==> config.mk <==
export PLATFORM = sky130hd
export DESIGN_NAME = gpio_serial_rx_flat
export DESIGN_NICKNAME = d
export VERILOG_FILES = /design/src/rtl/gpio_serial_rx_if.sv /design/src/rtl/gpio_serial_rx.sv /design/src/flat_wrapper.sv
export SDC_FILE = /design/constraint.sdc
export NUM_CORES = 1
export LEC_CHECK = 0
export CAP_MARGIN = 10
export CORE_MARGIN = 1.5
export CORE_UTILIZATION = 36
export DETAILED_ROUTE_END_ITERATION = 10
export HOLD_SLACK_MARGIN = 0.03
export PLACE_DENSITY = 0.53
export SYNTH_ARGS = -nofsm -noshare
export SYNTH_HDL_FRONTEND = slang
export SYNTH_SLANG_ARGS = --single-unit
==> constraint.sdc <==
create_clock -name clk -period 2.9 [get_ports clk]
set_clock_uncertainty 0.1 [all_clocks]
set_input_delay 0.435 -clock clk [delete_from_list [all_inputs] [get_ports clk]]
set_output_delay 0.435 -clock clk [all_outputs]
set_load 0.05 [all_outputs]
==> src/rtl/gpio_serial_rx_if.sv <==
// Signal bundle between the Raspberry Pi GPIO serial link and the receiver.
// The master side is the sender (pins plus observer of the results); the
// slave side is the receiver that samples the pins and reports bytes.
interface gpio_serial_rx_if;
    logic       in_sclk;
    logic       in_sdat;
    logic [7:0] data;
    logic       valid;
    logic       busy;
    logic       frame_err;
    logic [7:0] frame_cnt;

    modport master (
        output in_sclk,
        output in_sdat,
        input  data,
        input  valid,
        input  busy,
        input  frame_err,
        input  frame_cnt
    );

    modport slave (
        input  in_sclk,
        input  in_sdat,
        output data,
        output valid,
        output busy,
        output frame_err,
        output frame_cnt
    );
endinterface

==> src/rtl/gpio_serial_rx.sv <==
// Receiver for an 8-bit MSB-first serial frame strobed in by GPIO pins that
// are asynchronous to clk. Both pins are synchronized, the strobe's rising
// edge samples the data bit, and a completed byte is presented on data with
// a one-cycle valid pulse. A stalled partial frame is dropped after TIMEOUT
// clk cycles without a strobe edge and reported with frame_err.
module gpio_serial_rx #(
    parameter int TIMEOUT = 50000
) (
    input logic            clk,
    input logic            rst,
    gpio_serial_rx_if.slave bus
);
    localparam int SYNC_STAGES = 2;
    localparam int TW = (TIMEOUT > 1) ? $clog2(TIMEOUT) : 1;
    localparam logic [TW-1:0] T_LAST = TW'(TIMEOUT - 1);

    typedef enum logic {
        IDLE  = 1'b0,
        SHIFT = 1'b1
    } state_t;

    logic          sclk_sync_reg [0:SYNC_STAGES-1];
    logic          sdat_sync_reg [0:SYNC_STAGES-1];
    logic          sclk_prev_reg;

    state_t        state_reg;
    logic [7:0]    shift_reg;
    logic [2:0]    bit_cnt_reg;
    logic [TW-1:0] tcnt_reg;
    logic [7:0]    data_reg;
    logic          valid_reg;
    logic          frame_err_reg;
    logic [7:0]    frame_cnt_reg;

    logic          edge_event;
    logic          sdat_bit;
    logic [7:0]    shifted;

    // Synchronizer chains; the strobe chain resets high so a strobe already
    // high when reset releases does not look like a rising edge.
    for (genvar gi = 0; gi < SYNC_STAGES; gi++) begin : g_sync
        if (gi == 0) begin : g_first
            // First stage samples the raw pins.
            always_ff @(posedge clk) begin
                if (rst) begin
                    sclk_sync_reg[gi] <= 1'b1;
                    sdat_sync_reg[gi] <= 1'b0;
                end else begin
                    sclk_sync_reg[gi] <= bus.in_sclk;
                    sdat_sync_reg[gi] <= bus.in_sdat;
                end
            end
        end else begin : g_chain
            // Later stages only follow the previous stage.
            always_ff @(posedge clk) begin
                if (rst) begin
                    sclk_sync_reg[gi] <= 1'b1;
                    sdat_sync_reg[gi] <= 1'b0;
                end else begin
                    sclk_sync_reg[gi] <= sclk_sync_reg[gi-1];
                    sdat_sync_reg[gi] <= sdat_sync_reg[gi-1];
                end
            end
        end
    end

    // Remember the previous synchronized strobe for rising-edge detection.
    always_ff @(posedge clk) begin
        if (rst) begin
            sclk_prev_reg <= 1'b1;
        end else begin
            sclk_prev_reg <= sclk_sync_reg[SYNC_STAGES-1];
        end
    end

    assign edge_event = sclk_sync_reg[SYNC_STAGES-1] & ~sclk_prev_reg;
    assign sdat_bit   = sdat_sync_reg[SYNC_STAGES-1];
    assign shifted    = {shift_reg[6:0], sdat_bit};

    // Frame FSM: collects bits, publishes complete bytes, aborts on timeout.
    // An edge arriving in the same cycle as the timeout limit takes priority.
    always_ff @(posedge clk) begin
        if (rst) begin
            state_reg     <= IDLE;
            shift_reg     <= 8'h00;
            bit_cnt_reg   <= 3'd0;
            tcnt_reg      <= '0;
            data_reg      <= 8'h00;
            valid_reg     <= 1'b0;
            frame_err_reg <= 1'b0;
            frame_cnt_reg <= 8'h00;
        end else begin
            valid_reg     <= 1'b0;
            frame_err_reg <= 1'b0;
            case (state_reg)
                IDLE: begin
                    tcnt_reg <= '0;
                    if (edge_event) begin
                        state_reg   <= SHIFT;
                        shift_reg   <= {7'd0, sdat_bit};
                        bit_cnt_reg <= 3'd1;
                    end
                end
                SHIFT: begin
                    if (edge_event) begin
                        tcnt_reg <= '0;
                        if (bit_cnt_reg == 3'd7) begin
                            state_reg     <= IDLE;
                            data_reg      <= shifted;
                            valid_reg     <= 1'b1;
                            frame_cnt_reg <= frame_cnt_reg + 8'd1;
                            shift_reg     <= 8'h00;
                            bit_cnt_reg   <= 3'd0;
                        end else begin
                            shift_reg   <= shifted;
                            bit_cnt_reg <= bit_cnt_reg + 3'd1;
                        end
                    end else if (tcnt_reg == T_LAST) begin
                        state_reg     <= IDLE;
                        frame_err_reg <= 1'b1;
                        shift_reg     <= 8'h00;
                        bit_cnt_reg   <= 3'd0;
                        tcnt_reg      <= '0;
                    end else begin
                        tcnt_reg <= tcnt_reg + 1'b1;
                    end
                end
                default: begin
                    state_reg <= IDLE;
                end
            endcase
        end
    end

    assign bus.data      = data_reg;
    assign bus.valid     = valid_reg;
    assign bus.busy      = (state_reg == SHIFT);
    assign bus.frame_err = frame_err_reg;
    assign bus.frame_cnt = frame_cnt_reg;
endmodule

==> src/flat_wrapper.sv <==
// flat-port wrapper written by rule: the top's interface ports become plain ports
module gpio_serial_rx_flat 
#(
    parameter int TIMEOUT = 50000
)
  (clk, rst, bus_in_sclk, bus_in_sdat, bus_data, bus_valid, bus_busy, bus_frame_err, bus_frame_cnt);
  gpio_serial_rx_if bus_i ();
  input logic clk;
  input logic rst;
  input wire logic [$bits(bus_i.in_sclk)-1:0] bus_in_sclk;
  input wire logic [$bits(bus_i.in_sdat)-1:0] bus_in_sdat;
  output wire logic [$bits(bus_i.data)-1:0] bus_data;
  output wire logic [$bits(bus_i.valid)-1:0] bus_valid;
  output wire logic [$bits(bus_i.busy)-1:0] bus_busy;
  output wire logic [$bits(bus_i.frame_err)-1:0] bus_frame_err;
  output wire logic [$bits(bus_i.frame_cnt)-1:0] bus_frame_cnt;
  assign bus_i.in_sclk = bus_in_sclk;
  assign bus_i.in_sdat = bus_in_sdat;
  assign bus_data = bus_i.data;
  assign bus_valid = bus_i.valid;
  assign bus_busy = bus_i.busy;
  assign bus_frame_err = bus_i.frame_err;
  assign bus_frame_cnt = bus_i.frame_cnt;
  gpio_serial_rx #(.TIMEOUT(TIMEOUT)) u_core (.clk(clk), .rst(rst), .bus(bus_i));
endmodule
* Word-level counts from Yosys, hierarchy flattened
Memories as Yosys holds them, arrays and structs flattened.
Cells that the tools add are included.
** Word-level totals
- Output and inout port bits :: 19
- Word-level logic and storage cells :: 57
- Bits in writable memories :: 4
- Input port bits :: 4
- Memories :: 2
- Register bits after elaboration :: 46
** Memory list
- u_core.sclk_sync_reg :: words 2, width 1, read ports 2, clocked after memory_dff 0, write ports 2, line gpio_serial_rx.sv:22 : logic sclk_sync_reg [0:SYNC_STAGES-1];
- u_core.sdat_sync_reg :: words 2, width 1, read ports 2, clocked after memory_dff 0, write ports 2, line gpio_serial_rx.sv:23 : logic sdat_sync_reg [0:SYNC_STAGES-1];
** Cells by class
- Bitwise operators :: 8
- Mux-type cells :: 27
- Eq/ne operators :: 4
- $add $sub $neg :: 3
- Reduce and logical (&&, ||, !) cells :: 4
** Operator list (number)
- $mux 16 :: 2
- $pmux 16 s2 :: 1
- $mux 7 :: 4
- $add 16x1->16 const B :: 1
- $eq 16x16->1 const B :: 1
- $pmux 7 s2 :: 1
- $mux 1 :: 13
- $mux 3 :: 4
- $add 8x1->8 const B :: 1
- $pmux 3 s2 :: 1
- $reduce_or 3->1 :: 2
- $or 1x1->1 :: 4
- $add 3x1->3 const B :: 1
- $eq 3x3->1 const B :: 1
- $ne 3x3->1 const B :: 1
- $not 1->1 :: 3
- $reduce_and 3->1 :: 1
- $ne 2x1->1 const B :: 1
- $pmux 1 s2 :: 1
- $reduce_and 2->1 :: 1
- $and 1x1->1 :: 1

* Longest topological paths before layout
Gate-level depths: netlist of run 1.
- Word-level depth :: 4
- Depth in mapped cells :: 6

* Least setup slack after synthesis of run 1
No wires, ideal clock.
- Path type :: reg-to-reg
- Start point :: register u_core.tcnt_reg[7]
- End point :: register u_core.shift_reg[1]
- Stages on the path, launching flop included :: 6
- Slack :: 742 ps
- Path buffers :: 1
- Arrival :: 1941 ps
- Setup time :: 117 ps
- Cell sequence :: dfxtp_1 > or4b_1 > or4_4 > o211a_1 > buf_6 > a22o_1
** Between the ends
- Cells in the longest elaborated chain, start to end :: 3
** RTL lines
- start: declaration :: line gpio_serial_rx.sv:29 : logic [TW-1:0] tcnt_reg;
- start signal: assignment :: line gpio_serial_rx.sv:125 : tcnt_reg <= tcnt_reg + 1'b1;
- $eq 16x16->1 :: line gpio_serial_rx.sv:118 : end else if (tcnt_reg == T_LAST) begin
- $ne 3x3->1 (no source line)
- $reduce_and 2->1 (no source line)
- end signal: assignment :: line gpio_serial_rx.sv:100 : shift_reg <= {7'd0, sdat_bit};
- end signal: assignment :: line gpio_serial_rx.sv:115 : shift_reg <= shifted;
- end: declaration :: line gpio_serial_rx.sv:27 : logic [7:0] shift_reg;
Every way passes these cells.
A chain may end at the register's enable or synchronous reset.

* Worst setup path in the final report of run 1
- Start point :: register u_core.tcnt_reg[7]
- End point :: register u_core.shift_reg[4]
The elaborated chain is that of the path after synthesis.

==> metrics.md, run 1 <==
| Metric | Value |
|---|---|
| Status | finished, final reports clean |
| Synthesis-to-layout area growth | 22.05% |
| Post-synth EDFFs | 0 |
| Pwr dens | 549.2 mW/mm2 |
| Part of the power in registers | 53.0% |
| Critical Path End Type | flip-flop |
| CP Class | reg -> reg |
| Die Span Y | 76.64 um |
| Placed Cells | 297 |
| Crit path required time | 3000 ps |
| Final net count | 243 |
| Post-synthesis sequential area ratio | 51.28% |
| Cell family with most CP delay | simple AND/OR/NAND/NOR gates |
| First-pass GRT wire length | 6.106 mm |
| Crit-path max FO | 9 |
| Net switching power | 240.7 uW |
| Max reg flops | 16 |
| Post-route insts no fill | 305 |
| Yosys cell types | 34 |
| Post-DP Area | 0.002240 mm2 |
| DPL Wire Length | 2.357 mm |
| Slowest-stage cell, CP | or4_4 |
| Synth Area in Compound Gates | 8.910% |
| Cell Area, Synth | 0.001952 mm2 |
| TritonCTS clock tree | done |
| Final period util | 77.85% |
| # rows | 26 |
| CP Depth | 4 |
| Worst hold path class | reg -> reg |
| Clock network power share | 45.1% |
| Tot GR Track Use | 13.16% |
| Initial Util | 37.74% |
| Clk_lat worst skew | 300 ps |
| Avg Cell Area, Syn | 9.251 um2 |
| Post-CTS resize count | 0 |
| Worst slew pin tran | 585.3 ps |
| Hold Buf Count CTS | 0 |
| Synth Area in XOR/XNOR | 8.974% |
| Die Width | 76.64 um |
| Total core area | 0.005172 mm2 |
| Fin Setup TNS | 0 ps |
| WHS Path Cells | 1 |
| H-tree depth | 2 |
| Final setup viols | 0 |
| Ant. Diodes | 0 |
| Root Buffer | clkbuf_8 |
| Mapped Nets | 220 |
| Synth warn | 0 |
| Routed len/inst | 11.22 um |
| Main combinational cell family by area after synthesis | simple AND/OR/NAND/NOR gates |
| DRC violations left | 0 |
| Die area | 0.005873 mm2 |
| Final Cell Area | 0.002382 mm2 |
| Leak | 0.0007777 uW |
| Vias in the first global route | 1368 |
| Worst Slack Setup Final | 642.4 ps |
| Final hold violations | 0 |
| Num CTS Buffers | 5 |
| Pint | 1068 uW |
| Max-slew headroom | 60.98% |
| Vias after detailed routing | 1471 |
| Asr flop ratio synth | 0% |
| Switching Fraction | 18.40% |
| Mux contribution to synthesized area | 0% |
| Grt total ovfl | 0 |
| Max_cap viols | 0 |
| Simple-gate portion of the synthesized area | 24.10% |
| Vias/cell | 4.823 |
| RSZ-0062 raised after global routing | no |
| CP max stage delay | 560 ps |
| Drt pass-1 iters | 4 |
| Layout cells sized above 1 | 6.809% |
| Clock slew at reported path FFs | 90 ps |
| Initial antenna violation count | 0 |
| Final Critical Period | 2258 ps |
| Buffers added on ports | 22 |
| Worst vdd ir | 0.0002549 V |
| Final slew viol count | 0 |
| Placer Congestion | 0.8037 |
| F_max | 443.0 MHz |
| Post-Synth Adder-Cell Area | 3.205% |
| Cells after synthesis | 211 |
| Combinational share of power | 1.9% |
| CP Data Arrival Time | 2360 ps |
| Dominant synthesized flop cell | dfxtp_1 |
| Crit path cell chain | or4b_1 > or4_4 > o211a_1 > a22o_1 |
| Pre-CTS WS | 655.2 ps |
| DRT iter0 DRCs | 37 |
| Pin count of the biggest net entering global routing | 27 |
| FF+latch count, synth | 50 |
| CTS Sinks | 50 |
| CP bufs+invs | 0 |
| Total I/O pin count | 23 |
| Post-CTS setup buffer count | 0 |
| WL final | 3.421 mm |
| Depth of the worst register-to-register path | 4 |
| Crit start category | flip-flop |
| Max clock buf depth | 2 |
| Antenna Nets Post-Route | 0 |
[cell usage after synthesis (2+ instances only)]
cell type / instances / area [um2]
dfxtp_1: 50 / 1001
nor2_1: 28 / 105.1
nand2_1: 24 / 90.09
xnor2_1: 16 / 140.1
a21oi_1: 11 / 55.05
a22o_1: 7 / 61.31
inv_1: 7 / 26.28
nand3_1: 7 / 35.03
nand4_1: 7 / 43.79
nor3_1: 7 / 35.03
clkbuf_1: 6 / 22.52
nor4_1: 6 / 37.54
ha_1: 5 / 62.56
xor2_1: 4 / 35.03
nor2b_1: 3 / 18.77
or2_2: 3 / 18.77
a32o_1: 2 / 20.02
nand2b_1: 2 / 12.51
[power groups by stage]
stage / logic [uW] / clock network (uW) / registers (uW)
2_1_floorplan: 17.5 / 0 / 710
3_3_place_gp: 25.8 / 0 / 709
3_5_place_dp: 25.6 / 0 / 709
4_1_cts: 25.7 / 615 / 693
5_1_grt: 27.9 / 641 / 694
6_report: 24.9 / 590 / 693
[cell usage in the layout (no fill, tap or decap)]
master,instances
a21oi_1,11
a22o_1,7
a31oi_1,1
a32o_1,2
and3_1,1
and4b_1,1
buf_4,3
bufinv_16,2
clkbuf_8,6
clkdlybuf4s50_1,22
dfxtp_1,50
ha_1,5
inv_1,7
nand2_1,24
nand2b_1,2
nand3_1,7
nand3b_1,1
nand4_1,7
nand4b_1,1
nor2_1,28
nor2b_1,3
nor3_1,7
nor4_1,6
o211a_1,1
o211ai_1,1
o21ai_0,1
o221ai_1,1
or2_2,3
or3_1,1
or4_4,1
or4b_1,1
or4b_4,1
xnor2_1,16
xor2_1,4
[cells by family after synthesis]
group / after synthesis
buf+inv: 16
compound gates: 25
xor+xnor: 20
simple gates: 95
flops: 50
fa+ha+maj: 5
[layout make-up]
class	instances	area [um2]
clock inverters	2	60.06
inverters	7	26.28
fillers	500	2790
flip-flops and latches	50	1001
repair buffers	25	242.7
well taps	70	87.58
multi-input cells	145	882.1
clock buffers	6	82.58
[final timing paths]
kind,endpoint,startpoint,slack (ps)
worst max-delay path,u_core.shift_reg[4]$_SDFFE_PP0P_,u_core.tcnt_reg[7]$_SDFF_PP0_,640
worst min-delay path,u_core.sclk_sync_reg[1]$_DFF_P_,u_core.sclk_sync_reg[0]$_DFF_P_,310
worst max register to register,u_core.shift_reg[4]$_SDFFE_PP0P_,u_core.tcnt_reg[7]$_SDFF_PP0_,640
worst min register to register,u_core.sclk_sync_reg[1]$_DFF_P_,u_core.sclk_sync_reg[0]$_DFF_P_,310
[layer usage]
| layer | global-route usage (%) | routed length (um) | up-vias |
|---|---|---|---|
| met5 | 0 | 0 | - |
| met4 | 8.333 | 59 | 0 |
| met3 | 2.874 | 123 | 7 |
| met2 | 21.79 | 1648 | 27 |
| met1 | 15.39 | 1590 | 672 |
| li1 | - | - | 765 |
[worst reg2reg max path: stages, from the launching register on]
cell,delay [ps]
dfxtp_1,360
or4b_1,530
or4_4,560
o211a_1,340
a22o_1,270
[through the flow]
stage          utilization (%)  power [uW]  hold WS [ps]
3_5_place_dp             43.30       735.0         295.4
4_1_cts                  46.06        1334         316.6
5_1_grt                  46.06        1364         332.6
2_1_floorplan                -       727.2         289.5
6_report                 46.06        1308         313.9
3_3_place_gp             43.30       735.1         296.0
No activity file was read; power rests on OpenSTA's default activity.
==> run 2: changes to the inputs <==
- PLACE_DENSITY: 0.53 -> 0.56
- clock period: 2.9 -> 1.9 ns (I/O delays scaled with it)
==> run 2 against run 1 <==
  * The run now ends with negative setup slack left
  * Worst hold slack improved by 5.7 ps
  * Core utilization increased by 2.5 points
  * Sequential share of layout area decreased by 2.0 points
  * Clock power increased by 25%
  * Clock-buffer cell count unchanged
  * Die area unchanged
  * Non-clock buffer count increased by 20
  * Combinational power increased by 78%
  * Cell count increased by 6.6%
  * Setup slack got worse by 800 ps
  * Via count increased by 2.4%
  * Critical endpoint is now u_core.shift_reg[5]$_SDFFE_PP0P_
  * Largest cell class unchanged
  * Highest routed layer unchanged
==> metrics.md, run 2 (same netlist as run 1, synthesis figures left out) <==
| Metric | Value |
|---|---|
| Status | complete, but fails checks |
| Failing checks | negative setup slack |
| TritonCTS clock tree | done |
| Hold WS | 319.6 ps |
| Vias after detailed routing | 1507 |
| Pwr dens | 731.7 mW/mm2 |
| Final Critical Period | 2060 ps |
| DPL Wire Length | 2.626 mm |
| Cell family with most CP delay | simple AND/OR/NAND/NOR gates |
| CP bufs+invs | 0 |
| CP max stage delay | 530 ps |
| DRC violations left | 0 |
| Crit path cell chain | or4b_4 > or4_4 > o211a_4 > a22o_1 |
| Max-slew headroom | 67.10% |
| H-tree depth | 2 |
| Ant. Diodes | 0 |
| Die Span Y | 76.64 um |
| Total core area | 0.005172 mm2 |
| Max clock buf depth | 2 |
| Vias in the first global route | 1320 |
| # rows | 26 |
| Post-CTS setup buffer count | 0 |
| CTS Sinks | 50 |
| CP Data Arrival Time | 2160 ps |
| Clk_lat worst skew | 300 ps |
| Hold Buf Count CTS | 0 |
| Worst Slack Setup Final | -159.8 ps |
| Worst vdd ir | 0.0004652 V |
| F_max | 485.5 MHz |
| Final slew viol count | 0 |
| Post-DP Area | 0.002386 mm2 |
| Most common cell after layout, fill and taps aside | dfxtp_1 |
| Layout cells sized above 1 | 18.82% |
| WL final | 3.567 mm |
| Num CTS Buffers | 5 |
| Grt total ovfl | 0 |
| Critical Path End Type | flip-flop |
| Initial Util | 37.74% |
| CP Class | reg -> reg |
| Fillcell total | 508 |
| Vias/cell | 4.637 |
| DRT iter0 DRCs | 33 |
| Die Width | 76.64 um |
| Final setup viols | 26 |
| Pin count of the biggest net entering global routing | 16 |
| Drt pass-1 iters | 4 |
| Routed len/inst | 10.98 um |
| First-pass GRT wire length | 5.989 mm |
| Root Buffer | clkbuf_8 |
| Max_cap viols | 0 |
| Die area | 0.005873 mm2 |
| Tot GR Track Use | 12.81% |
| Placer Congestion | 0.7887 |
| Crit path required time | 2000 ps |
| Leak | 0.0008946 uW |
| Max reg flops | 16 |
| Worst hold path class | reg -> reg |
| Total I/O pin count | 23 |
| Worst slew pin tran | 492.0 ps |
| Fin Setup TNS | -2730 ps |
| Final Cell Area | 0.002511 mm2 |
| Crit start category | flip-flop |
| Commonest non-fill, non-tap cells in the layout | dfxtp_1 (47), buf_4 (30), nor2_1 (28), nand2_1 (24), xnor2_1 (16) |
| Buffers added on ports | 22 |
| Slowest-stage cell, CP | or4_4 |
| Synthesis-to-layout area growth | 28.65% |
| Final net count | 263 |
| Clock slew at reported path FFs | 90 ps |
| Crit-path max FO | 9 |
| Antenna Nets Post-Route | 0 |
| RSZ-0062 raised after global routing | yes |
| Final period util | 108.4% |
| Initial antenna violation count | 0 |
| Final hold violations | 0 |
==> run 2: cell types whose count changed in the layout (fill, tap and decap cells not counted) <==
cell,previous run,this run
clkbuf_1,0,1
dfxtp_2,0,3
clkbuf_8,6,5
clkdlybuf4s50_1,22,14
buf_4,3,30
o211a_4,0,1
o211a_1,1,0
nand2b_1,2,1
clkinvlp_4,0,1
nand2b_4,0,1
dfxtp_1,50,47
buf_12,0,1
bufinv_16,2,1
==> run 2: layout make-up <==
cell class,count,area (um2),share of cell area [%]
inverters,7,26.28,1.046
well taps,70,87.58,3.488
repair buffers,45,385.4,15.35
clock buffers,6,72.57,2.890
clock inverters,2,37.54,1.495
multi-input cells,145,897.1,35.72
flip-flops and latches,50,1005,40.01
==> run 2: per-stage QoR <==
stage / power [uW] / utilization (%) / setup WS, ps / instances
3_3_place_gp: 1125 / 46.13 / -236.1 / 317
6_report: 1837 / 48.55 / -159.8 / 325
5_1_grt: 1906 / 48.55 / -212.6 / 325
3_5_place_dp: 1125 / 46.13 / -256.0 / 317
4_1_cts: 1863 / 48.55 / -173.4 / 325
2_1_floorplan: 1110 / - / -235.4 / 211
==> run 2: per-layer routing <==
| metal | up-vias | wire length [um] | track usage (%) |
|---|---|---|---|
| met3 | 7 | 108 | 3.713 |
| li1 | 805 | - | - |
| met4 | 0 | 65 | 6.111 |
| met5 | - | 0 | 0 |
| met2 | 20 | 1657 | 20.80 |
| met1 | 675 | 1735 | 15.52 |
==> run 2: repair_timing <==
| action | CTS | global route |
|---|---|---|
| pin swaps | 1 | 0 |
| endpoints found under the setup margin | 26 | 26 |
| hold endpoints to repair | 0 | 0 |
| gates resized for setup | 3 | 0 |
==> run 2: worst paths after layout <==
kind                                                    endpoint                       startpoint  slack (ps)  cells after the start
worst min register to register   u_core.sclk_sync_reg[1]$_DFF_P_  u_core.sclk_sync_reg[0]$_DFF_P_         320                      1
worst max-delay path            u_core.shift_reg[5]$_SDFFE_PP0P_    u_core.tcnt_reg[4]$_SDFF_PP0_        -160                      4
worst min-delay path             u_core.sclk_sync_reg[1]$_DFF_P_  u_core.sclk_sync_reg[0]$_DFF_P_         320                      1
worst max register to register  u_core.shift_reg[5]$_SDFFE_PP0P_    u_core.tcnt_reg[4]$_SDFF_PP0_        -160                      4
==> run 2: report_power, final <==
group	switching [uW]	leakage, uW	internal [uW]
logic	24.3	0.000438	20.0
registers	4.58	0.000405	1050
clock network	342	0.0000514	393
total	371	0.000895	1470
==> run 3: changes to the inputs <==
- CORE_UTILIZATION: 36 -> 49
- PLACE_DENSITY: 0.56 -> 0.72
- SETUP_SLACK_MARGIN: not set -> 0.2
==> run 3 against run 2 <==
  * The run still ends with negative setup slack left
  * Combinational power increased by 6.1%
  * Sequential cell count is the same
  * Global-route usage up 5.7 points
  * Die area fell by 26%
  * Routed wire length grew 4.5%
  * Critical path depth unchanged
  * Cell count is 6.8% lower
  * Maximum frequency decreased by 1.6%
  * Sequential power is essentially flat
  * Via count increased by 0.93%
==> metrics.md, run 3 (same netlist as run 1, synthesis figures left out) <==
| Metric | Value |
|---|---|
| Most common cell after layout, fill and taps aside | dfxtp_1 |
| Post-CTS setup buffer count | 0 |
| DRT iter0 DRCs | 116 |
| Commonest non-fill, non-tap cells in the layout | dfxtp_1 (45), buf_4 (28), nor2_1 (27), nand2_1 (24), xnor2_1 (16) |
| Max_cap viols | 0 |
| First-pass GRT wire length | 6.203 mm |
| # rows | 22 |
| Layout cells sized above 1 | 21.57% |
| Num CTS Buffers | 5 |
| Grt met2 use | 33.50% |
| Hold Buf Count CTS | 0 |
| Final hold violations | 0 |
| Final setup viols | 26 |
| Routed len/inst | 12.30 um |
| Status | complete, but fails checks |
| Max-slew headroom | 67.59% |
| Failing checks | negative setup slack |
| Die Width | 66.12 um |
| Drt pass-1 iters | 6 |
| Die area | 0.004371 mm2 |
| Final net count | 263 |
| Max reg flops | 16 |
| Register Area | 0.001007 mm2 |
| Worst Slack Setup Final | -194.1 ps |
| Buffers added on ports | 22 |
| Pwr dens | 697.4 mW/mm2 |
| Ant. Diodes | 0 |
| Tot GR Track Use | 18.51% |
| Worst slew pin tran | 488.0 ps |
| Final period util | 110.2% |
| Max clock buf depth | 2 |
| Leak | 0.0009400 uW |
| H-tree depth | 2 |
| Total I/O pin count | 23 |
| R2R Setup Slk | -190 ps |
| Antenna Nets Post-Route | 0 |
| Vias in the first global route | 1497 |
| DPL Wire Length | 2.602 mm |
| WL final | 3.728 mm |
| Initial Util | 52.14% |
| DRC violations left | 0 |
| TritonCTS clock tree | done |
| RSZ-0062 raised after global routing | yes |
| Placer Congestion | 0.8115 |
| Multi-input logic area | 935.9 um2 |
| Critical Path End Type | flip-flop |
| CTS Sinks | 50 |
| Worst hold path class | reg -> reg |
| CP Data Arrival Time | 2200 ps |
| Final Cell Area | 0.002486 mm2 |
| Crit start category | flip-flop |
| Pin count of the biggest net entering global routing | 21 |
| Fillcell total | 315 |
| Initial antenna violation count | 0 |
| Crit path required time | 2000 ps |
| Fin Setup TNS | -3391 ps |
| Vias/cell | 5.020 |
| Final Critical Period | 2094 ps |
| Grt total ovfl | 0 |
| Post-DP Area | 0.002355 mm2 |
| Root Buffer | clkbuf_8 |
| Synthesis-to-layout area growth | 27.37% |
| Worst vdd ir | 0.0005495 V |
| Total power | 1734 uW |
| Vias after detailed routing | 1521 |
| Total core area | 0.003744 mm2 |
| Clock slew at reported path FFs | 90 ps |
| M1 GR Usage | 20.30% |
| Gr busiest metal | met2 |
| Met3 Use GR | 4.770% |
| F_max | 477.5 MHz |
| Die Span Y | 66.12 um |
| CP Class | reg -> reg |
| Clk_lat worst skew | 300 ps |
| Crit-path max FO | 4 |
| Final slew viol count | 0 |
==> run 3: path summary, 6_finish.rpt <==
path | cells past startpoint | startpoint | end
max reg2reg | 4 | u_core.tcnt_reg[4]$_SDFF_PP0_ | u_core.shift_reg[0]$_SDFFE_PP0P_
min | 1 | u_core.sclk_sync_reg[0]$_DFF_P_ | u_core.sclk_sync_reg[1]$_DFF_P_
max | 4 | u_core.tcnt_reg[4]$_SDFF_PP0_ | u_core.shift_reg[0]$_SDFFE_PP0P_
min reg2reg | 1 | u_core.sclk_sync_reg[0]$_DFF_P_ | u_core.sclk_sync_reg[1]$_DFF_P_
==> run 3: per-layer routing <==
metal | share of wire [%] | vias to the layer above
met3 | 2.5 | 7
met2 | 51 | 18
met1 | 45 | 685
li1 | - | 811
met5 | 0 | -
met4 | 1.7 | 0
==> run 3: timing repair <==
action	CTS	global route
endpoints found under the setup margin	41	40
pin swaps	1	3
gates resized for setup	17	6
cloned	0	1
==> run 3: layout make-up <==
cell class	count	share of cell area [%]
tap	48	2.416
sequential	50	40.51
clock buffer	7	3.473
multi-input combinational	146	37.64
clock inverter	1	0.2013
inverter	7	1.057
timing repair buffer	44	14.70
==> run 3: per-stage QoR <==
stage | util, % | instances | setup slack (ps) | hold slack, ps
after floorplan | - | 211 | -235.4 | 288.8
after global placement | 62.90 | 294 | -220.1 | 298.9
after detailed placement | 62.90 | 294 | -237.8 | 301.5
after CTS | 65.44 | 302 | -161.6 | 321.8
after global routing | 66.41 | 303 | -223.1 | 332.8
final | 66.41 | 303 | -194.1 | 316.1
==> run 3: worst max-delay path, cell delays in order (launching register included) <==
cell and delay, ps:
dfxtp_2 320, or4b_4 510, or4_4 550, o211a_2 300, a32o_1 210
==> run 3: power by group <==
group | switching, uW | total [uW] | internal, uW
logic | 25.9 | 47.1 | 21.3
clock network | 335 | 629 | 294
registers | 4.44 | 1060 | 1050
total | 365 | 1730 | 1370
